[src/rtl/rat_uart_port.sv]
`default_nettype none
// ============================================================================
// Module   : rat_uart_port
// Brief    : RAT CPU I/O-bus UART: TX FIFO + 8N1 serializer, 8N1 receiver
//            with one holding register, and a level interrupt request.
// Revision : 1.0
// ============================================================================
module rat_uart_port #(
    parameter int         CLKS_PER_BIT = 868,
    parameter int         TX_DEPTH     = 4,
    parameter logic [7:0] BASE_ID      = 8'h40
) (
    input  logic       CLK,
    input  logic       RST,
    input  logic       IO_STRB,
    input  logic [7:0] PORT_ID,
    input  logic [7:0] OUT_PORT,
    output logic [7:0] IN_PORT,
    output logic       INT,
    input  logic       RX,
    output logic       TX
);
    localparam int c_ptr_w = $clog2(TX_DEPTH);
    localparam int c_cnt_w = $clog2(CLKS_PER_BIT);
    localparam logic [c_cnt_w-1:0] c_bit_last  = c_cnt_w'(CLKS_PER_BIT - 1);
    localparam logic [c_cnt_w-1:0] c_half_last = c_cnt_w'(CLKS_PER_BIT / 2 - 1);
    localparam logic [c_ptr_w:0]   c_full_cnt  = (c_ptr_w + 1)'(TX_DEPTH);
    localparam logic [7:0] c_id_data = BASE_ID;
    localparam logic [7:0] c_id_ctrl = BASE_ID + 8'd1;
    localparam logic [7:0] c_id_ack  = BASE_ID + 8'd2;

    typedef enum logic [1:0] {
        S_IDLE  = 2'd0,
        S_START = 2'd1,
        S_DATA  = 2'd2,
        S_STOP  = 2'd3
    } uart_state_e;

    logic [7:0]         r_fifo_mem [TX_DEPTH];
    logic [c_ptr_w-1:0] r_rd_ptr, r_wr_ptr;
    logic [c_ptr_w:0]   r_count;
    logic [1:0]         r_ctrl;
    logic               r_int;
    uart_state_e        r_tx_state, r_rx_state;
    logic [c_cnt_w-1:0] r_tx_cnt, r_rx_cnt;
    logic [2:0]         r_tx_bit, r_rx_bit;
    logic [7:0]         r_tx_shift, r_rx_shift, r_rx_data;
    logic               r_tx;
    logic               r_rx_meta, r_rx_sync;
    logic               r_rx_valid, r_rx_overrun, r_rx_frame_err;

    logic w_wr_data, w_wr_ctrl, w_ack;
    logic w_fifo_empty, w_fifo_full, w_push, w_pop;
    logic w_tx_bit_end, w_tx_empty, w_rx_done;

    assign w_wr_data    = IO_STRB && (PORT_ID == c_id_data);
    assign w_wr_ctrl    = IO_STRB && (PORT_ID == c_id_ctrl);
    assign w_ack        = IO_STRB && (PORT_ID == c_id_ack);
    assign w_fifo_empty = (r_count == '0);
    assign w_fifo_full  = (r_count == c_full_cnt);
    assign w_push       = w_wr_data && !w_fifo_full;
    assign w_tx_bit_end = (r_tx_cnt == c_bit_last);
    // Pop from IDLE, or straight out of STOP so back-to-back frames have no gap.
    assign w_pop        = !w_fifo_empty &&
                          ((r_tx_state == S_IDLE) || ((r_tx_state == S_STOP) && w_tx_bit_end));
    assign w_tx_empty   = w_fifo_empty && (r_tx_state == S_IDLE);
    assign w_rx_done    = (r_rx_state == S_STOP) && (r_rx_cnt == c_bit_last);

    assign TX  = r_tx;
    assign INT = r_int;

    always_ff @(posedge CLK) begin
        if (w_push) r_fifo_mem[r_wr_ptr] <= OUT_PORT;
    end

    always_ff @(posedge CLK or posedge RST) begin
        if (RST) begin
            r_rd_ptr <= '0;
            r_wr_ptr <= '0;
            r_count  <= '0;
        end else begin
            if (w_push) r_wr_ptr <= r_wr_ptr + 1'b1;
            if (w_pop)  r_rd_ptr <= r_rd_ptr + 1'b1;
            case ({w_push, w_pop})
                2'b10:   r_count <= r_count + 1'b1;
                2'b01:   r_count <= r_count - 1'b1;
                default: r_count <= r_count;
            endcase
        end
    end

    always_ff @(posedge CLK or posedge RST) begin
        if (RST) begin
            r_tx_state <= S_IDLE;
            r_tx_cnt   <= '0;
            r_tx_bit   <= '0;
            r_tx_shift <= '0;
            r_tx       <= 1'b1;
        end else begin
            case (r_tx_state)
                S_IDLE: if (w_pop) begin
                    r_tx_shift <= r_fifo_mem[r_rd_ptr];
                    r_tx_cnt   <= '0;
                    r_tx_state <= S_START;
                end
                S_START: if (w_tx_bit_end) begin
                    r_tx_cnt   <= '0;
                    r_tx_bit   <= '0;
                    r_tx_state <= S_DATA;
                end else r_tx_cnt <= r_tx_cnt + 1'b1;
                S_DATA: if (w_tx_bit_end) begin
                    r_tx_cnt   <= '0;
                    r_tx_shift <= {1'b0, r_tx_shift[7:1]};
                    if (r_tx_bit == 3'd7) r_tx_state <= S_STOP;
                    else                  r_tx_bit   <= r_tx_bit + 1'b1;
                end else r_tx_cnt <= r_tx_cnt + 1'b1;
                S_STOP: if (w_tx_bit_end) begin
                    r_tx_cnt <= '0;
                    if (w_pop) begin
                        r_tx_shift <= r_fifo_mem[r_rd_ptr];
                        r_tx_state <= S_START;
                    end else r_tx_state <= S_IDLE;
                end else r_tx_cnt <= r_tx_cnt + 1'b1;
                default: r_tx_state <= S_IDLE;
            endcase
            case (r_tx_state)
                S_START: r_tx <= 1'b0;
                S_DATA:  r_tx <= r_tx_shift[0];
                default: r_tx <= 1'b1;
            endcase
        end
    end

    always_ff @(posedge CLK or posedge RST) begin
        if (RST) begin
            r_rx_meta <= 1'b1;
            r_rx_sync <= 1'b1;
        end else begin
            r_rx_meta <= RX;
            r_rx_sync <= r_rx_meta;
        end
    end

    always_ff @(posedge CLK or posedge RST) begin
        if (RST) begin
            r_rx_state <= S_IDLE;
            r_rx_cnt   <= '0;
            r_rx_bit   <= '0;
            r_rx_shift <= '0;
        end else begin
            case (r_rx_state)
                S_IDLE: if (!r_rx_sync) begin
                    r_rx_cnt   <= '0;
                    r_rx_state <= S_START;
                end
                // Mid-start-bit re-sample rejects glitches shorter than half a bit.
                S_START: if (r_rx_cnt == c_half_last) begin
                    r_rx_cnt   <= '0;
                    r_rx_bit   <= '0;
                    r_rx_state <= r_rx_sync ? S_IDLE : S_DATA;
                end else r_rx_cnt <= r_rx_cnt + 1'b1;
                S_DATA: if (r_rx_cnt == c_bit_last) begin
                    r_rx_cnt   <= '0;
                    r_rx_shift <= {r_rx_sync, r_rx_shift[7:1]};
                    if (r_rx_bit == 3'd7) r_rx_state <= S_STOP;
                    else                  r_rx_bit   <= r_rx_bit + 1'b1;
                end else r_rx_cnt <= r_rx_cnt + 1'b1;
                S_STOP: if (r_rx_cnt == c_bit_last) begin
                    r_rx_cnt   <= '0;
                    r_rx_state <= S_IDLE;
                end else r_rx_cnt <= r_rx_cnt + 1'b1;
                default: r_rx_state <= S_IDLE;
            endcase
        end
    end

    // A delivery coinciding with an acknowledge is treated as landing in an empty holder.
    always_ff @(posedge CLK or posedge RST) begin
        if (RST) begin
            r_rx_data      <= '0;
            r_rx_valid     <= 1'b0;
            r_rx_overrun   <= 1'b0;
            r_rx_frame_err <= 1'b0;
        end else if (w_rx_done && r_rx_sync) begin
            if (!r_rx_valid || w_ack) begin
                r_rx_data  <= r_rx_shift;
                r_rx_valid <= 1'b1;
                if (w_ack) begin
                    r_rx_overrun   <= 1'b0;
                    r_rx_frame_err <= 1'b0;
                end
            end else r_rx_overrun <= 1'b1;
        end else if (w_rx_done) begin
            r_rx_frame_err <= 1'b1;
            if (w_ack) begin
                r_rx_valid   <= 1'b0;
                r_rx_overrun <= 1'b0;
            end
        end else if (w_ack) begin
            r_rx_valid     <= 1'b0;
            r_rx_overrun   <= 1'b0;
            r_rx_frame_err <= 1'b0;
        end
    end

    always_ff @(posedge CLK or posedge RST) begin
        if (RST) begin
            r_ctrl <= '0;
            r_int  <= 1'b0;
        end else begin
            if (w_wr_ctrl) r_ctrl <= OUT_PORT[1:0];
            r_int <= (r_rx_valid & r_ctrl[0]) | (w_tx_empty & r_ctrl[1]);
        end
    end

    always_comb begin
        IN_PORT = 8'h00;
        case (PORT_ID)
            c_id_data: IN_PORT = r_rx_data;
            c_id_ctrl: IN_PORT = {3'b000, r_rx_frame_err, r_rx_overrun, w_fifo_full,
                                  w_tx_empty, r_rx_valid};
            c_id_ack:  IN_PORT = {6'b000000, r_ctrl};
            default:   IN_PORT = 8'h00;
        endcase
    end
endmodule
`default_nettype wire

[config.mk]
export PLATFORM = sky130hd
export DESIGN_NAME = rat_uart_port
export DESIGN_NICKNAME = d
export VERILOG_FILES = /design/src/rtl/rat_uart_port.sv
export SDC_FILE = /design/constraint.sdc
export NUM_CORES = 1
export LEC_CHECK = 0
export BUFFER_PORTS_ARGS = -buffer_cell sky130_fd_sc_hd__buf_4
export CAP_MARGIN = 20
export CORE_ASPECT_RATIO = 0.7
export CORE_MARGIN = 4
export CORE_UTILIZATION = 55
export DETAILED_ROUTE_END_ITERATION = 10
export PLACE_DENSITY = 0.77
export SLEW_MARGIN = 20
export SYNTH_ARGS = -nofsm -noshare
export SYNTH_HDL_FRONTEND = slang
export SYNTH_SLANG_ARGS = --single-unit
[constraint.sdc]
create_clock -name CLK -period 2.6 [get_ports CLK]
set_input_delay 0.13 -clock CLK [delete_from_list [all_inputs] [get_ports CLK]]
set_output_delay 0.13 -clock CLK [all_outputs]
set_load 0.05 [all_outputs]
==> flow_metrics.tcl <==
set metrics [dict create \
    ys_types 64 \
    drt-vias-per-instance 5.99 \
    grt.total_usage_pct 22.0 \
    final.setup.tns_ns 0 \
    synthToLayoutAreaGrowth_pct 15.8 \
    drt_pre_antenna_iters 4 \
    nNetsFinal 511 \
    antenna_found_initial 0 \
    synth_edf_count 32 \
    ctsHtreeMaxLevel 3 \
    critPathMaxStageDelay_ns 0.44 \
    ir_drop_mv 0.420 \
    wire_per_inst_um 17.9 \
    yosysTopAreaCell "dfrtp_1" \
    p_int_w 0.00312 \
    clock_path_buffers 2 \
    reg2reg_to "r_count[2]$_DFFE_PP0P_" \
    fin_skew_ns 0.00901 \
    rsz0062_at_grt "false" \
    grt_pass1_vias 3560 \
    finalCritPeriodShare_pct 93.9 \
    post-route-util_pct 67.5 \
    ant_nets 0 \
    p_sw_w 0.00154 \
    synth_seq_area_share_pct 53.7 \
    clkSinkCount 102 \
    clockPowerShare_pct 27.9 \
    timing.rr.start "r_tx_state[1]$_DFFE_PP0P_" \
    path_cells "inv_1 > ha_1 > buf_4 > nor4b_2 > mux2i_1 > o21ai_0 > and2_1 > buf_4" \
    overflow 0 \
    powerDensity_nw_per_um2 795 \
    tritoncts "built" \
    power_frac_seq_pct 43.6 \
    netlist_area_um2 5060 \
    crit_buf_inv 3 \
    yosysMostFrequentCell "dfrtp_1" \
    crit_top_cell "buf_4" \
    setup_violations 0 \
    rows 28 \
    io_pins 30 \
    cp-end-kind "primary output" \
    diodes 0 \
    swShare_pct 33.0 \
    die_w_um 123 \
    multi_input_area_um2 2180 \
    die_h_um 88.3 \
    cp_slowest_cell "dfrtp_1" \
    cp.arrival_ns 2.31 \
    wl_mm 10.7 \
    async_flop_share_pct 68.6 \
    first_iter_violations 327 \
    synth-seq-cells 102 \
    cpLargestDelayFamily "buffers and inverters" \
    ys_warn_count 0 \
    grt_pass1_wl_mm 18.2 \
    worst-setup-path-type "reg -> out" \
    fin_crit_ns 2.44 \
    fp.coreArea_um2 8690 \
    start_util_pct 58.2 \
    route.detailed.drc 0 \
    ys.flop_type "dfrtp_1" \
    tightestPinTransition_ns 0.874 \
    drive_gt1_share_pct 23.0 \
    r2r_cells 10 \
    dieArea_um2 10800 \
    p_leak_nw 2.45 \
    clk_latency_ns 0.35 \
    ys_top_cells_by_area "dfrtp_1, edfxtp_1, mux2_2" \
    dp_hpwl_mm 7.57 \
    via_count 3581 \
    post-cts-setup-buffer-count 0 \
    clkTransAtPathRegs_ns 0.07 \
    crit_path_start_kind "flop" \
    grt_max_degree 71 \
    relSlewSlack_pct 41.7 \
    holdCritPathClass "in -> async" \
    cts_buffers 9 \
    cts_root_buf "clkbuf_16" \
    synth_common_cells "dfrtp_1, nand2_1, edfxtp_1" \
    synth_fp_nets 461 \
    drv_slew 0 \
    worstPathRequired_ns 2.47 \
    avgSynthCellArea_um2 12.0 \
    seq_area_um2 2720 \
    cp_max_fo 11 \
    fillCellCount 651 \
    hold_viol 0 \
    max_freq_ghz 0.409 \
    status "finished clean" \
    drv_cap 0 \
    routabilityCongestion 0.815 \
    comb_power_share_pct 28.4 \
    r2r_slack_ns 0.18 \
    netlist_instances 423 \
    synth_top_area_share_pct 33.1 \
    port_buffers 29 \
]
==> final cells by class <==
| cell class | count | area share (%) |
|---|---|---|
| Timing Repair Buffer | 54 | 7.34 |
| Tap cell | 120 | 2.56 |
| Sequential cell | 102 | 46.3 |
| Clock inverter | 7 | 1.11 |
| Inverter | 24 | 1.54 |
| Clock buffer | 9 | 3.84 |
| Multi-Input combinational cell | 282 | 37.3 |
==> metrics by stage <==
step / power [W] / instances / worst slack (ns) / hold WS [ns] / cell area [µm²]
3_3_place_gp: 0.00327 / 572 / 0.333 / 0.238 / 5470
3_5_place_dp: 0.00335 / 572 / 0.209 / 0.240 / 5470
4_1_cts: 0.00467 / 598 / 0.186 / 0.0881 / 5860
5_1_grt: 0.00494 / 598 / 0.0299 / 0.101 / 5860
2_1_floorplan: 0.00294 / 423 / 0.122 / 0.134 / 5060
6_report: 0.00466 / 598 / 0.158 / 0.0384 / 5860
==> worst reg2reg max path: stages, from the launching register on <==
cell	delay [ns]
dfrtp_1	0.43
ha_2	0.26
and4b_1	0.23
a31oi_1	0.11
nor2_1	0.22
ha_1	0.24
inv_1	0.06
fa_1	0.37
xor2_1	0.16
nor2_1	0.12
xor2_1	0.15
==> metal layers <==
metal | vias up | wire, µm | track usage [%]
li1 | 1680 | - | -
met1 | 1756 | 4860 | 31.5
met2 | 134 | 4890 | 33.3
met3 | 11 | 842 | 7.22
met4 | 0 | 110 | 4.88
met5 | - | 0 | 0
==> kinds of logic (layout without fill, tap and decap cells) <==
kind of cell,after synthesis,count (layout),share of synthesized area (%)
muxes,33,33,9.00
AOI/OAI and AO/OA,79,79,11.4
buffers and inverters,39,94,3.34
xor gates and xnor gates,10,10,1.73
adders and majority gates,18,18,4.60
DFF,102,102,53.7
and+or+nand+nor,142,142,16.2
==> power by group through the flow <==
stage / Sequential [W] / Clock (W) / Combinational, W
after global routing: 0.00206 / 0.00140 / 0.00148
after floorplan: 0.00199 / 0 / 0.000947
after detailed placement: 0.00206 / 0 / 0.00129
after global placement: 0.00204 / 0 / 0.00123
final: 0.00203 / 0.00130 / 0.00133
after CTS: 0.00203 / 0.00133 / 0.00131
==> flip-flops by register name (all words and copies together), names as in the netlist, 2 cells and up, named ones only <==
register	count
r_rd_ptr	2
r_ctrl	2
r_tx_shift	8
r_tx_state	2
r_tx_cnt	10
r_tx_bit	3
r_fifo_mem	32
r_count	3
r_rx_cnt	10
r_rx_shift	8
r_rx_data	8
r_wr_ptr	2
r_rx_bit	3
==> timing repair <==
item,4_1_cts,5_1_grt
endpoints found under the hold margin,34,0
gates resized for setup,0,1
endpoints found under the setup margin,0,1
hold buffers,10,0
==> placed cells by master, fill, tap and decap left out, types with 6 or more instances in the layout <==
| cell type | instances |
|---|---|
| o21ai_0 | 29 |
| nor2_1 | 20 |
| buf_4 | 44 |
| nor2b_1 | 6 |
| clkbuf_16 | 9 |
| edfxtp_1 | 32 |
| ha_1 | 16 |
| inv_1 | 23 |
| mux4_2 | 8 |
| nand4_1 | 8 |
| and2_1 | 11 |
| or4_1 | 9 |
| nor3_1 | 11 |
| nand3_1 | 9 |
| dfrtp_1 | 67 |
| mux2_2 | 20 |
| nand2_1 | 38 |
| dlygate4sd3_1 | 10 |
| xor2_1 | 7 |
| a31oi_1 | 6 |
==> worst max path at each step <==
stage                                          from                endpoint  slack [ns]  cells past startpoint
after floorplan             r_tx_cnt[0]$_DFFE_PP0P_  r_count[2]$_DFFE_PP0P_        0.12                     11
after global placement                   PORT_ID[5]  r_count[2]$_DFFE_PP0P_        0.33                     11
after detailed placement  r_tx_state[0]$_DFFE_PP0P_  r_count[2]$_DFFE_PP0P_        0.21                     10
after CTS                 r_tx_state[0]$_DFFE_PP0P_              IN_PORT[1]        0.19                      8
after global routing      r_tx_state[1]$_DFFE_PP0P_              IN_PORT[1]        0.03                      8
final                     r_tx_state[1]$_DFFE_PP0P_              IN_PORT[1]        0.16                      8
(Power assumes the default switching activity.)
